[config.mk]
export PLATFORM = sky130hd
export DESIGN_NAME = obj_line_scanner
export DESIGN_NICKNAME = d
export VERILOG_FILES = /design/src/rtl/obj_line_scanner.sv
export SDC_FILE = /design/constraint.sdc
export NUM_CORES = 1
export LEC_CHECK = 0
export BUFFER_PORTS_ARGS = -buffer_cell sky130_fd_sc_hd__buf_2
export CAP_MARGIN = 40
export CORE_AREA = 2 2 85 87
export DETAILED_ROUTE_END_ITERATION = 10
export DIE_AREA = 0 0 87 89
export PLACE_DENSITY = 0.77
export SETUP_SLACK_MARGIN = 0.4
export SLEW_MARGIN = 20
export SYNTH_ARGS = -nofsm -noshare
export SYNTH_HDL_FRONTEND = slang
export SYNTH_SLANG_ARGS = --single-unit
[constraint.sdc]
create_clock -name clk -period 2.74 [get_ports clk]
set_input_delay 0.274 -clock clk [delete_from_list [all_inputs] [get_ports clk]]
set_output_delay 0.274 -clock clk [all_outputs]
set_load 0.1 [all_outputs]
[src/rtl/obj_line_scanner.sv]
// Object line scanner: gathers the objects on the upcoming tile row from object RAM
// during horizontal blanking, then reports per-pixel object coverage for the sprite ROM.
`timescale 1ns/1ps
module obj_line_scanner #(
    parameter int NUM_OBJ      = 16,
    parameter int MAX_PER_LINE = 4,
    parameter int TILE_SHIFT   = 5
) (
    input  logic                  clk,
    input  logic                  reset_n,
    input  logic                  iHS,
    input  logic                  iDE,
    input  logic [9:0]            iX,
    input  logic [9:0]            iY,
    input  logic [9:0]            iNextY,
    output logic [3:0]            oObjRam_addr,
    input  logic [12:0]           iObjRam_data,
    output logic                  oHit,
    output logic [2:0]            oTile,
    output logic [TILE_SHIFT-1:0] oOffX,
    output logic [TILE_SHIFT-1:0] oOffY,
    output logic                  oOverflow
);
    localparam int         CNT_W     = $clog2(MAX_PER_LINE + 1);
    localparam logic [3:0] LAST_ADDR = 4'(NUM_OBJ - 1);

    typedef enum logic [1:0] {IDLE, SCAN, LAST, SWAP} state_t;
    state_t state, stateNext;

    logic             lastHS;
    logic             lineSyn;
    logic [3:0]       addrNext;
    logic             startScan;
    logic             captureEn;
    logic             swapEn;
    logic [3:0]       scanRow;
    logic [CNT_W-1:0] shCount;
    logic [CNT_W-1:0] acCount;
    logic             ovfFlag;
    logic             objMatch;
    logic [2:0]       shTile [MAX_PER_LINE];
    logic [4:0]       shX    [MAX_PER_LINE];
    logic [2:0]       acTile [MAX_PER_LINE];
    logic [4:0]       acX    [MAX_PER_LINE];
    logic             hitAny;
    logic [2:0]       hitTile;
    logic             unusedBits;

    assign lineSyn    = lastHS & ~iHS;
    assign objMatch   = captureEn & iObjRam_data[12] & (iObjRam_data[3:0] == scanRow);
    assign unusedBits = ^{iY[9:TILE_SHIFT], iNextY[9:TILE_SHIFT+4], iNextY[TILE_SHIFT-1:0]};

    always_ff @(posedge clk or negedge reset_n) begin
        if (!reset_n) state <= IDLE;
        else          state <= stateNext;
    end

    // A new line start always wins: it restarts the scan and suppresses any pending swap.
    always_comb begin
        stateNext = state;
        addrNext  = oObjRam_addr;
        startScan = 1'b0;
        captureEn = 1'b0;
        swapEn    = 1'b0;
        if (lineSyn) begin
            startScan = 1'b1;
            addrNext  = 4'd0;
            stateNext = SCAN;
        end else begin
            case (state)
                SCAN: begin
                    captureEn = (oObjRam_addr != 4'd0);
                    if (oObjRam_addr == LAST_ADDR) stateNext = LAST;
                    else                           addrNext  = oObjRam_addr + 4'd1;
                end
                LAST: begin
                    captureEn = 1'b1;
                    stateNext = SWAP;
                end
                SWAP: begin
                    swapEn    = 1'b1;
                    stateNext = IDLE;
                end
                default: stateNext = IDLE;
            endcase
        end
    end

    always_ff @(posedge clk or negedge reset_n) begin
        if (!reset_n) begin
            lastHS       <= 1'b0;
            oObjRam_addr <= 4'd0;
            shCount      <= '0;
            acCount      <= '0;
            ovfFlag      <= 1'b0;
            oOverflow    <= 1'b0;
        end else begin
            lastHS       <= iHS;
            oObjRam_addr <= addrNext;
            oOverflow    <= swapEn & ovfFlag;
            if (startScan) begin
                shCount <= '0;
                ovfFlag <= 1'b0;
            end else if (objMatch) begin
                if (shCount < CNT_W'(MAX_PER_LINE)) shCount <= shCount + CNT_W'(1);
                else                                ovfFlag <= 1'b1;
            end
            if (swapEn) acCount <= shCount;
        end
    end

    // Entry storage: shadow fills in RAM address order, active is replaced only at swap.
    always_ff @(posedge clk) begin
        if (startScan) scanRow <= iNextY[TILE_SHIFT+3:TILE_SHIFT];
        for (int i = 0; i < MAX_PER_LINE; i++) begin
            if (objMatch && shCount == CNT_W'(i)) begin
                shTile[i] <= iObjRam_data[11:9];
                shX[i]    <= iObjRam_data[8:4];
            end
            if (swapEn) begin
                acTile[i] <= shTile[i];
                acX[i]    <= shX[i];
            end
        end
    end

    // Walk from the top index down so the lowest-index (lowest-address) hit is the one kept.
    always_comb begin
        hitAny  = 1'b0;
        hitTile = 3'd0;
        for (int i = MAX_PER_LINE - 1; i >= 0; i--) begin
            if (CNT_W'(i) < acCount && acX[i] == iX[TILE_SHIFT+4:TILE_SHIFT]) begin
                hitAny  = 1'b1;
                hitTile = acTile[i];
            end
        end
    end

    // Pixel stage boundary: one register between pixel coordinates and outputs.
    always_ff @(posedge clk or negedge reset_n) begin
        if (!reset_n) begin
            oHit  <= 1'b0;
            oTile <= 3'd0;
            oOffX <= '0;
            oOffY <= '0;
        end else begin
            oHit  <= iDE & hitAny;
            oTile <= (iDE & hitAny) ? hitTile : 3'd0;
            oOffX <= iX[TILE_SHIFT-1:0];
            oOffY <= iY[TILE_SHIFT-1:0];
        end
    end
endmodule

# Word level (Yosys, flattened, before mapping)
# Memory sizes are Yosys's and may differ from the RTL's.
# Cells that the tools add are included.
[word_totals]
ff_bits = 33
mem_bits_rw = 64
in_bits = 47
out_inout_bits = 19
elab_cells = 120
mem_count = 4
[mem_list]
columns = ["name", "words", "word_bits", "rd", "rd_clocked_by_memory_dff", "wr", "line", "text"]
rows = [
  ["acX", 4, 5, 4, 0, 4, "44", "logic [4:0] acX [MAX_PER_LINE];"],
  ["shX", 4, 5, 4, 0, 1, "42", "logic [4:0] shX [MAX_PER_LINE];"],
  ["acTile", 4, 3, 4, 0, 4, "43", "logic [2:0] acTile [MAX_PER_LINE];"],
  ["shTile", 4, 3, 4, 0, 1, "41", "logic [2:0] shTile [MAX_PER_LINE];"],
]
[op_classes]
n_addsub = 2
order_cmp = 5
eq_ne = 15
n_mux = 54
bitwise = 6
n_reduce_logical = 22
[ops]
columns = ["op", "count"]
rows = [
  ["$mux 3", 11],
  ["$mux 1", 27],
  ["$eq 5x5->1", 4],
  ["$mux 2", 8],
  ["$mux 5", 3],
  ["$reduce_or 5->1", 3],
  ["$mux 4", 3],
  ["$reduce_or 3->1", 3],
  ["$logic_and 1x1->1", 8],
  ["$eq 3x2->1 const B", 2],
  ["$lt 1x3->1 const A", 2],
  ["$lt 2x3->1 const A", 2],
  ["$reduce_and 2->1", 3],
  ["$reduce_bool 2->1", 3],
  ["$and 1x1->1", 5],
  ["$add 4x1->4 const B", 1],
  ["$eq 2x2->1 const B", 2],
  ["$eq 4x4->1", 1],
  ["$eq 4x4->1 const B", 1],
  ["$ne 2x2->1 const B", 2],
  ["$pmux 2 s2", 1],
  ["$reduce_bool 4->1", 1],
  ["$add 3x1->3 const B", 1],
  ["$eq 3x1->1 const B", 1],
  ["other kinds (6)", 6],
]

# Depth between registers and ports, before layout
# Gate-level depths: netlist of the first run.
[depth]
depth_word = 12
ltp_mapped = 8
ltp_nobuf = 8

# Worst setup path after synthesis of the first run
# OpenSTA, ideal clock, no wires.
[synth_path]
kind = "reg-to-reg"
from = "register oObjRam_addr[0]"
to = "memory shTile[0][0] (enable)"
setup_ns = 0.332
arrival_time_ns = 2.231
required_ns = 2.408
path_slack_ns = 0.177
path_stages_with_launch = 7
n_path_buf = 0
synth_period_minus_slack_ns = 2.563
path_cell_list = "dfrtp_1 inv_1 ha_1 or3b_2 a21oi_1 nor4_1 and3_1"
[synth_via]
elab_chain_len = 12
word_cells_on_any_way = 26
cone_classes = "mux (16); bitwise (2); reduce/logical (8)"
[synth_rtl]
columns = ["item", "line", "text"]
rows = [
  ["start, declared", "16", "output logic [3:0] oObjRam_addr,"],
  ["start signal, assigned", "99", "oObjRam_addr <= addrNext;"],
  ["$reduce_bool 4->1 (*)", "72", "captureEn = (oObjRam_addr != 4'd0);"],
  ["$pmux 1 s2 (*)", "70", "case (state)"],
  ["$mux 1 (*)", "65", "if (lineSyn) begin"],
  ["$and 1x1->1 (*) (2 in series)", "50", "assign objMatch = captureEn & iObjRam_data[12] & (iObjRam_data[3:0] == scanRow);"],
  ["$logic_and 1x1->1", "116", "if (objMatch && shCount == CNT_W'(i)) begin"],
  ["$mux 1", "116", ""],
  ["$mux 1 (not written as such)", "117", "shTile[i] <= iObjRam_data[11:9];"],
  ["$reduce_or 3->1 (no source line)", "--", ""],
  ["$mux 2 (no source line) / $mux 1 (equally long branches) (3 in series)", "--", ""],
  ["end, declared", "41", ""],
]
# Mark *: on every way between the ends. The rest lies on a longest branch, timed or not.

# Worst setup path in the final report of the first run
[layout_path]
from = "register state[0]"
to = "memory shX[3][1] (enable)"
[layout_via]
elab_chain_len = 12
word_cells_on_any_way = 27
cone_classes = "eq/ne (2); mux (16); bitwise (2); reduce/logical (7)"
[layout_rtl]
columns = ["item", "line", "text"]
rows = [
  ["start, declared", "28", "state_t state, stateNext;"],
  ["start signal, assigned", "55", "else state <= stateNext;"],
  ["$eq 2x2->1 / $eq 2x1->1 (equally long branches)", "70", ""],
  ["$pmux 1 s2 (*)", "70", ""],
  ["$mux 1 (*)", "65", ""],
  ["$and 1x1->1 (*) (2 in series)", "50", ""],
  ["$logic_and 1x1->1", "116", ""],
  ["$mux 1", "116", ""],
  ["$mux 1 (not written as such)", "118", "shX[i] <= iObjRam_data[8:4];"],
  ["$reduce_or 5->1 (no source line)", "--", ""],
  ["$mux 2 (no source line) / $mux 1 (equally long branches) (3 in series)", "--", ""],
  ["end, declared", "42", ""],
]
# Marks and branches as above.

==> metrics.md, run 1 <==
| Metric | Value |
|---|---|
| Status | `complete, no violations` |
| Synth cell types | `33` |
| DR iter-0 viols | `89` |
| Hold crit path type | `input pin to flop` |
| Maximum clock frequency | `0.4569 GHz` |
| Vias | `1927` |
| DRC | `0` |
| Most common cell after layout, fill and taps aside | `edfxtp_1` |
| CP Launch Type | `flop` |
| Switch share | `29.21%` |
| Seq/Total Area, Yosys | `76.59%` |
| Wire length on met3 | `303 um` |
| Initial core utilization | `53.78%` |
| Total CTS buffers | `9` |
| Worst R2R Path Depth | `5` |
| Worst path arrival time | `2200 ps` |
| Final slew viol count | `0` |
| Hold Vio Cnt, Final | `0` |
| Max_cap viols | `0` |
| IO buf count | `54` |
| Clk slew on worst S/H paths | `90 ps` |
| Die H | `89 um` |
| #FFs+latches synth | `97` |
| Fin Clk Skew | `9.088 ps` |
| Worst hold path depth | `1` |
| CTS tree | `yes` |
| Critical path's largest stage delay | `460 ps` |
| WL met2 | `2.786 mm` |
| Clk_lat worst skew | `350 ps` |
| H-tree depth | `3` |
| Slew margin rel. | `56.57%` |
| WS Path Type | `flop to flop` |
| Final TNS setup | `0 ps` |
| Synthesized area per cell | `16.13 um2` |
| Fillcell total | `492` |
| Power density over the cells | `749.5 mW/mm2` |
| Cell count along the critical path | `5` |
| CTS Buffer Depth | `2` |
| Die Width | `87 um` |
| Pint | `2.246 mW` |
| Initial antenna violation count | `0` |
| Sequential share of power | `56.9%` |
| CTS sink count | `97` |
| RSZ-0062 raised after global routing | `no` |
| Vias per cell | `5.071` |
| Synthesized instance count | `224` |
| Crit path cell chain | `inv_1, ha_1, nand4b_1, nor4_2, and2_1` |
| HPWL Detailed | `3.862 mm` |
| # setup viols final | `0` |
| Yosys warns | `0` |
| GP Congestion | `0.8055` |
| Setup ws final | `551.4 ps` |
| Routed Antenna Nets | `0` |
| Hold slack | `19.97 ps` |
| Final wirelength | `5.549 mm` |
| Period utilization | `79.88%` |
| Most frequent cells in the layout | `edfxtp_1, buf_2, dfrtp_1` |
| Antenna fix cells | `0` |
| WL/cell | `14.60 um` |
| Synth Net Count | `282` |
| Area growth syn-to-layout | `17.17%` |
| Worst path slowest cell | `and2_1` |
| I/O pin count | `66` |
| VDD IR max | `0.6504 mV` |
| Shortest period the worst path allows | `2189 ps` |
| M1 WL | `2.355 mm` |
| Core Util, Final | `63.02%` |
| First-pass GRT wire length | `8.487 mm` |
| CP required | `2750 ps` |
| Die area | `0.007743 mm2` |
| # rows | `30` |
| Via count of the first global-routing pass | `1818` |
| Clock Power Share | `26.3%` |
| CP endpoint kind | `flop` |
| Largest fanout on the critical path | `8` |
| Drt first pass iters | `4` |
| GRT Overall Usage | `15.14%` |
| Core area | `0.006719 mm2` |
| WP buf/inv | `1` |
| Setup WS pre-CTS | `371.1 ps` |
| Leak pwr | `1.699 nW` |
| Critical path's top delay family | `simple AND/OR/NAND/NOR gates` |
| Largest net degree at the start of global routing | `33` |
| Part of the power in combinational logic | `16.9%` |
| Share of cells above drive strength 1 | `26.67%` |
| GR Overflow Total | `0` |
| Mapped Area | `0.003613 mm2` |
| Highest Signal Layer | `met4` |
| R2R setup slack | `550 ps` |
| Number of nets in the layout | `353` |
| P_sw | `926.9 uW` |
| Worst-margin pin slew | `651.4 ps` |
| Root buffer cell | `clkbuf_8` |
==> cell usage after synthesis, drive strengths merged <==
cell	n	area, um2
xnor2	10	87.58
inv	13	48.79
nand2b	2	12.51
or3b	1	8.760
mux2i	1	10.01
xor2	15	131.4
o211ai	2	15.01
nor3	2	15.01
edfxtp	68	2042
and3b	1	8.760
o21ai	4	20.02
o2111a	1	11.26
a211oi	1	7.510
ha	11	137.6
nand4	1	6.260
a311o	3	30.03
a222oi	1	10.01
nand4b	1	8.760
and3	4	25.02
dfrtp	29	725.7
or4	3	26.27
a21oi	7	35.03
nor4	2	12.51
nand3	4	20.02
o31ai	1	7.510
nor2	15	63.81
or2	1	6.260
and2	2	12.51
nand2	18	67.56
==> final timing paths <==
check                               start         endpoint
worst max-delay path             state[0]        shX[3][1]
worst min-delay path                iX[3]         oOffX[3]
worst max register to register   state[0]        shX[3][1]
worst min register to register  shX[1][3]        acX[1][3]
max in group asynchronous         reset_n  oObjRam_addr[1]
min in group asynchronous         reset_n             oHit
==> cell type report <==
cell class	count	area (um2)	share of cell area (%)
clock buffers	11	141.4	3.339
clock inverters	5	38.79	0.9161
inverters	13	48.80	1.152
multi-input cells	114	807.0	19.06
flip-flops and latches	97	2770	65.43
well taps	80	100.1	2.364
repair buffers	60	327.8	7.742
==> logic make-up (layout without fill, tap and decap cells) <==
logic type	Yosys count	in the layout	share of synthesized area, %
AOI/OAI and AO/OA	20	20	3.774
xor gates and xnor gates	25	25	6.060
DFF	97	97	76.59
and+or+nand+nor	57	57	8.137
adders and majority gates	11	11	3.809
buffers and inverters	13	89	1.350
muxes	1	1	0.2770
==> what timing repair did <==
item,in CTS,in global routing
hold buffers,1,4
gates resized for setup,1,3
endpoints found under the setup margin,32,24
endpoints found under the hold margin,29,4
setup buffers,0,0
==> stage by stage <==
step	area, um2	power, mW	instances
after floorplan	3616	2.220	224
after global placement	3994	2.350	359
after detailed placement	3994	2.368	359
after global routing	4234	3.309	380
final	4234	3.173	380
after CTS	4190	3.192	376
==> per-layer routing <==
metal  up-vias  track usage (%)
met3        10            5.263
met2        51            24.71
met5         -                0
li1        946                -
met4         0            6.960
met1       920            18.27
==> sequential cells by signal, indices dropped and copies added, names as in the netlist, 4 cells and up <==
name,cells
oOffY,5
shX,20
acX,20
oOffX,5
scanRow,4
acTile,12
oObjRam_addr,4
shTile,12
==> power by group through the flow <==
stage               clock network [mW]  logic, mW  registers, mW
floorplan                            0      0.242           1.98
global placement                     0      0.521           1.83
detailed placement                   0      0.531           1.84
CTS                              0.849      0.538           1.81
global route                     0.899      0.586           1.82
finish                           0.834      0.535           1.80
No activity file was read; power rests on OpenSTA's default activity.
==> run 2: changes to the inputs <==
--- a/config.mk
+++ b/config.mk
@@ -5,12 +5,13 @@
 export SDC_FILE = /design/constraint.sdc
 export NUM_CORES = 1
 export LEC_CHECK = 0
+export ABC_AREA = 1
 export BUFFER_PORTS_ARGS = -buffer_cell sky130_fd_sc_hd__buf_2
 export CAP_MARGIN = 40
-export CORE_AREA = 2 2 85 87
+export CORE_AREA = 2 2 92 94
 export DETAILED_ROUTE_END_ITERATION = 10
-export DIE_AREA = 0 0 87 89
-export PLACE_DENSITY = 0.77
+export DIE_AREA = 0 0 94 96
+export PLACE_DENSITY = 0.73
 export SETUP_SLACK_MARGIN = 0.4
 export SLEW_MARGIN = 20
 export SYNTH_ARGS = -nofsm -noshare
==> constraint.sdc (replaced) <==
create_clock -name clk -period 1.99 [get_ports clk]
set_input_delay 0.199 -clock clk [delete_from_list [all_inputs] [get_ports clk]]
set_output_delay 0.199 -clock clk [all_outputs]
set_load 0.1 [all_outputs]
==> run 2 against run 1 <==
  * Critical path depth is 3 higher
  * Power is 51% higher
  * Die area is 17% higher
  * Setup slack worse by 550 ps
  * Clock skew hardly changed
  * Area after synthesis is 7.8% higher
  * Routed wire length is 13% higher
  * Highest routed layer unchanged
  * Final area is 15% higher
  * Cell count is 37% higher
  * Maximum frequency is 10% higher
  * Non-clock buffer count is 22 higher
  * Global-route usage is 0.29 points higher
==> metrics.md, run 2 <==
| Metric | Value |
|---|---|
| XOR/XNOR Fraction of Synth Area | `2.024% (-4.0 points)` |
| Maximum clock frequency | `0.5029 GHz (+10%)` |
| Adder-cell share of the synthesized area | `3.535% (-0.27 points)` |
| Shortest period the worst path allows | `1988 ps (-200.3 ps)` |
| EDFF count, synth | `68 (unchanged)` |
| Worst path arrival time | `2060 ps (-140 ps)` |
| VDD IR max | `0.5488 mV (-16%)` |
| Antenna fix cells | `0 (unchanged)` |
| Part of the power in combinational logic | `24.4% (+7.5 points)` |
| Core Util, Final | `60.61% (-2.4 points)` |
| Combinational family with the most area after synthesis | `simple AND/OR/NAND/NOR gates` |
| Yosys top cell area share | `52.44% (-4.1 points)` |
| Final wirelength | `6.292 mm (+13%)` |
| Largest registers | `acX (20), shX (20)` |
| Area growth syn-to-layout | `25.32%` |
| GR Overflow Total | `0 (unchanged)` |
| Largest cells by area after synthesis | `edfxtp_1, dfrtp_1, inv_1, nand2_1, ha_1` |
| Count leader, synth | `edfxtp_1` |
| Worst flop-to-flop path endpoint | `shX[1][3]` |
| Worst R2R Start | `state[0]` |
| R2R setup slack | `2 ps (-550 ps)` |
| Total CTS buffers | `9 (unchanged)` |
| Leak pwr | `2.071 nW (+22%)` |
| Number of nets in the layout | `470 (+33%)` |
| Yosys warns | `0 (unchanged)` |
| Area taken by multi-input logic gates | `999.7 um2 (+24%)` |
| Drt first pass iters | `4 (unchanged)` |
| # setup viols final | `0 (unchanged)` |
| I/O pin count | `66 (unchanged)` |
| P_sw | `1.555 mW (+68%)` |
| Die Width | `94 um (+8.0%)` |
| Seq/Total Area, Yosys | `71.08% (-5.5 points)` |
| Worst-margin pin slew | `598.1 ps (-53.27 ps)` |
| DRC | `0 (unchanged)` |
| Most common cell after layout, fill and taps aside | `edfxtp_1` |
| Core area | `0.008051 mm2 (+20%)` |
| CTS tree | `yes` |
| Final Total Pwr | `4.805 mW (+51%)` |
| Largest fanout on the critical path | `5 (-3)` |
| Die H | `96 um (+7.9%)` |
| #FFs+latches synth | `97 (unchanged)` |
| Slew margin rel. | `60.13% (+3.6 points)` |
| WS Path Type | `flop to flop` |
| Final slew viol count | `0 (unchanged)` |
| CP Launch Type | `flop` |
| Most frequent cells in the layout | `edfxtp_1, buf_2, inv_1` |
| Multiplexer area fraction after synthesis | `0% (-0.28 points)` |
| FFs w/ async S/R, synth | `29.90% (unchanged)` |
| GRT Overall Usage | `15.42% (+0.29 points)` |
| First-pass GRT wire length | `10.27 mm (+21%)` |
| Setup ws final | `1.721 ps (-549.7 ps)` |
| Vias | `2410 (+25%)` |
| Post-synth top cells | `edfxtp_1, inv_1, nand2_1, nor2_1, dfrtp_1` |
| Hold slack | `24.27 ps (+4.299 ps)` |
| Synth Net Count | `377 (+34%)` |
| # rows | `33 (+10%)` |
| Synth cell types | `26 (-21%)` |
| Die area | `0.009024 mm2 (+17%)` |
| CP required | `2060 ps (-690 ps)` |
| CTS sink count | `97 (unchanged)` |
| Max_cap viols | `0 (unchanged)` |
| WL/cell | `12.05 um (-17%)` |
| HPWL Detailed | `4.376 mm (+13%)` |
| Largest net degree at the start of global routing | `30 (-9.1%)` |
| Switch share | `32.37% (+3.2 points)` |
| CP endpoint kind | `flop` |
| Vias per cell | `4.617 (-9.0%)` |
| Hold Vio Cnt, Final | `0 (unchanged)` |
| Clk_lat worst skew | `350 ps (about the same)` |
| DR iter-0 viols | `88 (-1.1%)` |
| Reg area | `0.002780 mm2 (+0.36%)` |
| Fillcell total | `637 (+29%)` |
| H-tree depth | `3 (unchanged)` |
| CP Launch Point | `state[0]` |
| CP Capture Point | `shX[1][3]` |
| Initial antenna violation count | `0 (unchanged)` |
| Mapped Area | `0.003894 mm2 (+7.8%)` |
| Synthesized instance count | `319 (+42%)` |
| Clock Power Share | `23.7% (-2.6 points)` |
| Pint | `3.249 mW (+45%)` |
| CTS Buffer Depth | `2 (unchanged)` |
| IO buf count | `54 (unchanged)` |
| Via count of the first global-routing pass | `2257 (+24%)` |
| Worst R2R Path Depth | `8 (+3)` |
| Sequential share of power | `51.8% (-5.1 points)` |
| GP Congestion | `0.8105 (+0.62%)` |
| Hold crit path type | `input pin to flop` |
| Setup WS pre-CTS | `14.03 ps (-357.0 ps)` |
| Compound-cell area share of the yosys netlist | `3.181% (-0.59 points)` |
| Period utilization | `99.91% (+20 points)` |
| Largest area contributor in the netlist | `edfxtp_1` |
| Initial core utilization | `48.36% (-5.4 points)` |
| Post-synthesis simple-gate area fraction | `14.78% (+6.6 points)` |
| Clk slew on worst S/H paths | `90 ps (about the same)` |
| Status | `complete, no violations` |
| Routed Antenna Nets | `0 (unchanged)` |
| Root buffer cell | `clkbuf_8` |
| Synthesized area per cell | `12.21 um2 (-24%)` |
| Power density over the cells | `984.7 mW/mm2 (+31%)` |
| Ys flop type | `edfxtp_1` |
| Fin Clk Skew | `9.427 ps (+0.3389 ps)` |
| RSZ-0062 raised after global routing | `yes` |
| Share of cells above drive strength 1 | `29.98% (+3.3 points)` |
==> run 2: power by group through the flow <==
stage	sequential (mW)	clock [mW]	combinational [mW]
floorplan	2.82	0	0.480
global route	2.51	1.27	1.29
finish	2.49	1.14	1.17
CTS	2.49	1.18	1.11
detailed placement	2.54	0	1.03
global placement	2.53	0	1.01
==> run 2: worst min-delay path by stage <==
stage               from               to  slack, ps  depth (start not counted)
3_3_place_gp     reset_n  oObjRam_addr[0]        240                          1
6_report       iNextY[6]       scanRow[1]         20                          1
3_5_place_dp     reset_n  oObjRam_addr[0]        240                          1
5_1_grt        iNextY[6]       scanRow[1]          1                          1
4_1_cts        iNextY[7]       scanRow[2]          5                          1
2_1_floorplan    reset_n       acCount[0]       -100                          0
==> run 2: final cells by class <==
class | instances | area share, %
clock buffers | 9 | 2.538
flip-flops and latches | 97 | 56.97
repair buffers | 82 | 11.72
clock inverters | 7 | 1.103
well taps | 105 | 2.692
multi-input cells | 166 | 20.49
inverters | 56 | 4.487
==> run 2: logic make-up after synthesis <==
| kind of cell | after synthesis |
|---|---|
| buffers and inverters | 56 |
| xor gates and xnor gates | 9 |
| DFF | 97 |
| AOI/OAI and AO/OA | 23 |
| adders and majority gates | 11 |
| and+or+nand+nor | 123 |
==> run 2: per-stage QoR <==
| stage | setup TNS (ps) | instance area, um2 | cells |
|---|---|---|---|
| 4_1_cts | 0 | 4837 | 519 |
| 3_5_place_dp | 0 | 4423 | 482 |
| 3_3_place_gp | 0 | 4423 | 482 |
| 5_1_grt | -1514 | 4880 | 522 |
| 6_report | 0 | 4880 | 522 |
| 2_1_floorplan | 0 | 3979 | 319 |
==> run 2: timing repair <==
| action | CTS | global route |
|---|---|---|
| hold endpoints to repair | 40 | 0 |
| resized for setup | 3 | 7 |
| endpoints found under the setup margin | 52 | 36 |
| hold buffers | 12 | 0 |
| buffers inserted | 9 | 3 |
| pin swaps | 4 | 5 |
==> run 2: worst max-delay path: stages, from the launching register on <==
cell      delay (ps)
dfrtp_1          400
inv_2             90
ha_4             200
nand3b_1         170
nor4_2           220
nand4_1          180
buf_6            180
nor2_4           130
buf_6            140
==> run 2: routing by layer <==
metal,GRT usage (%),wire (um)
met1,19.30,2775
met2,26.01,3138
met3,3.054,265
met4,7.246,112
met5,0,0
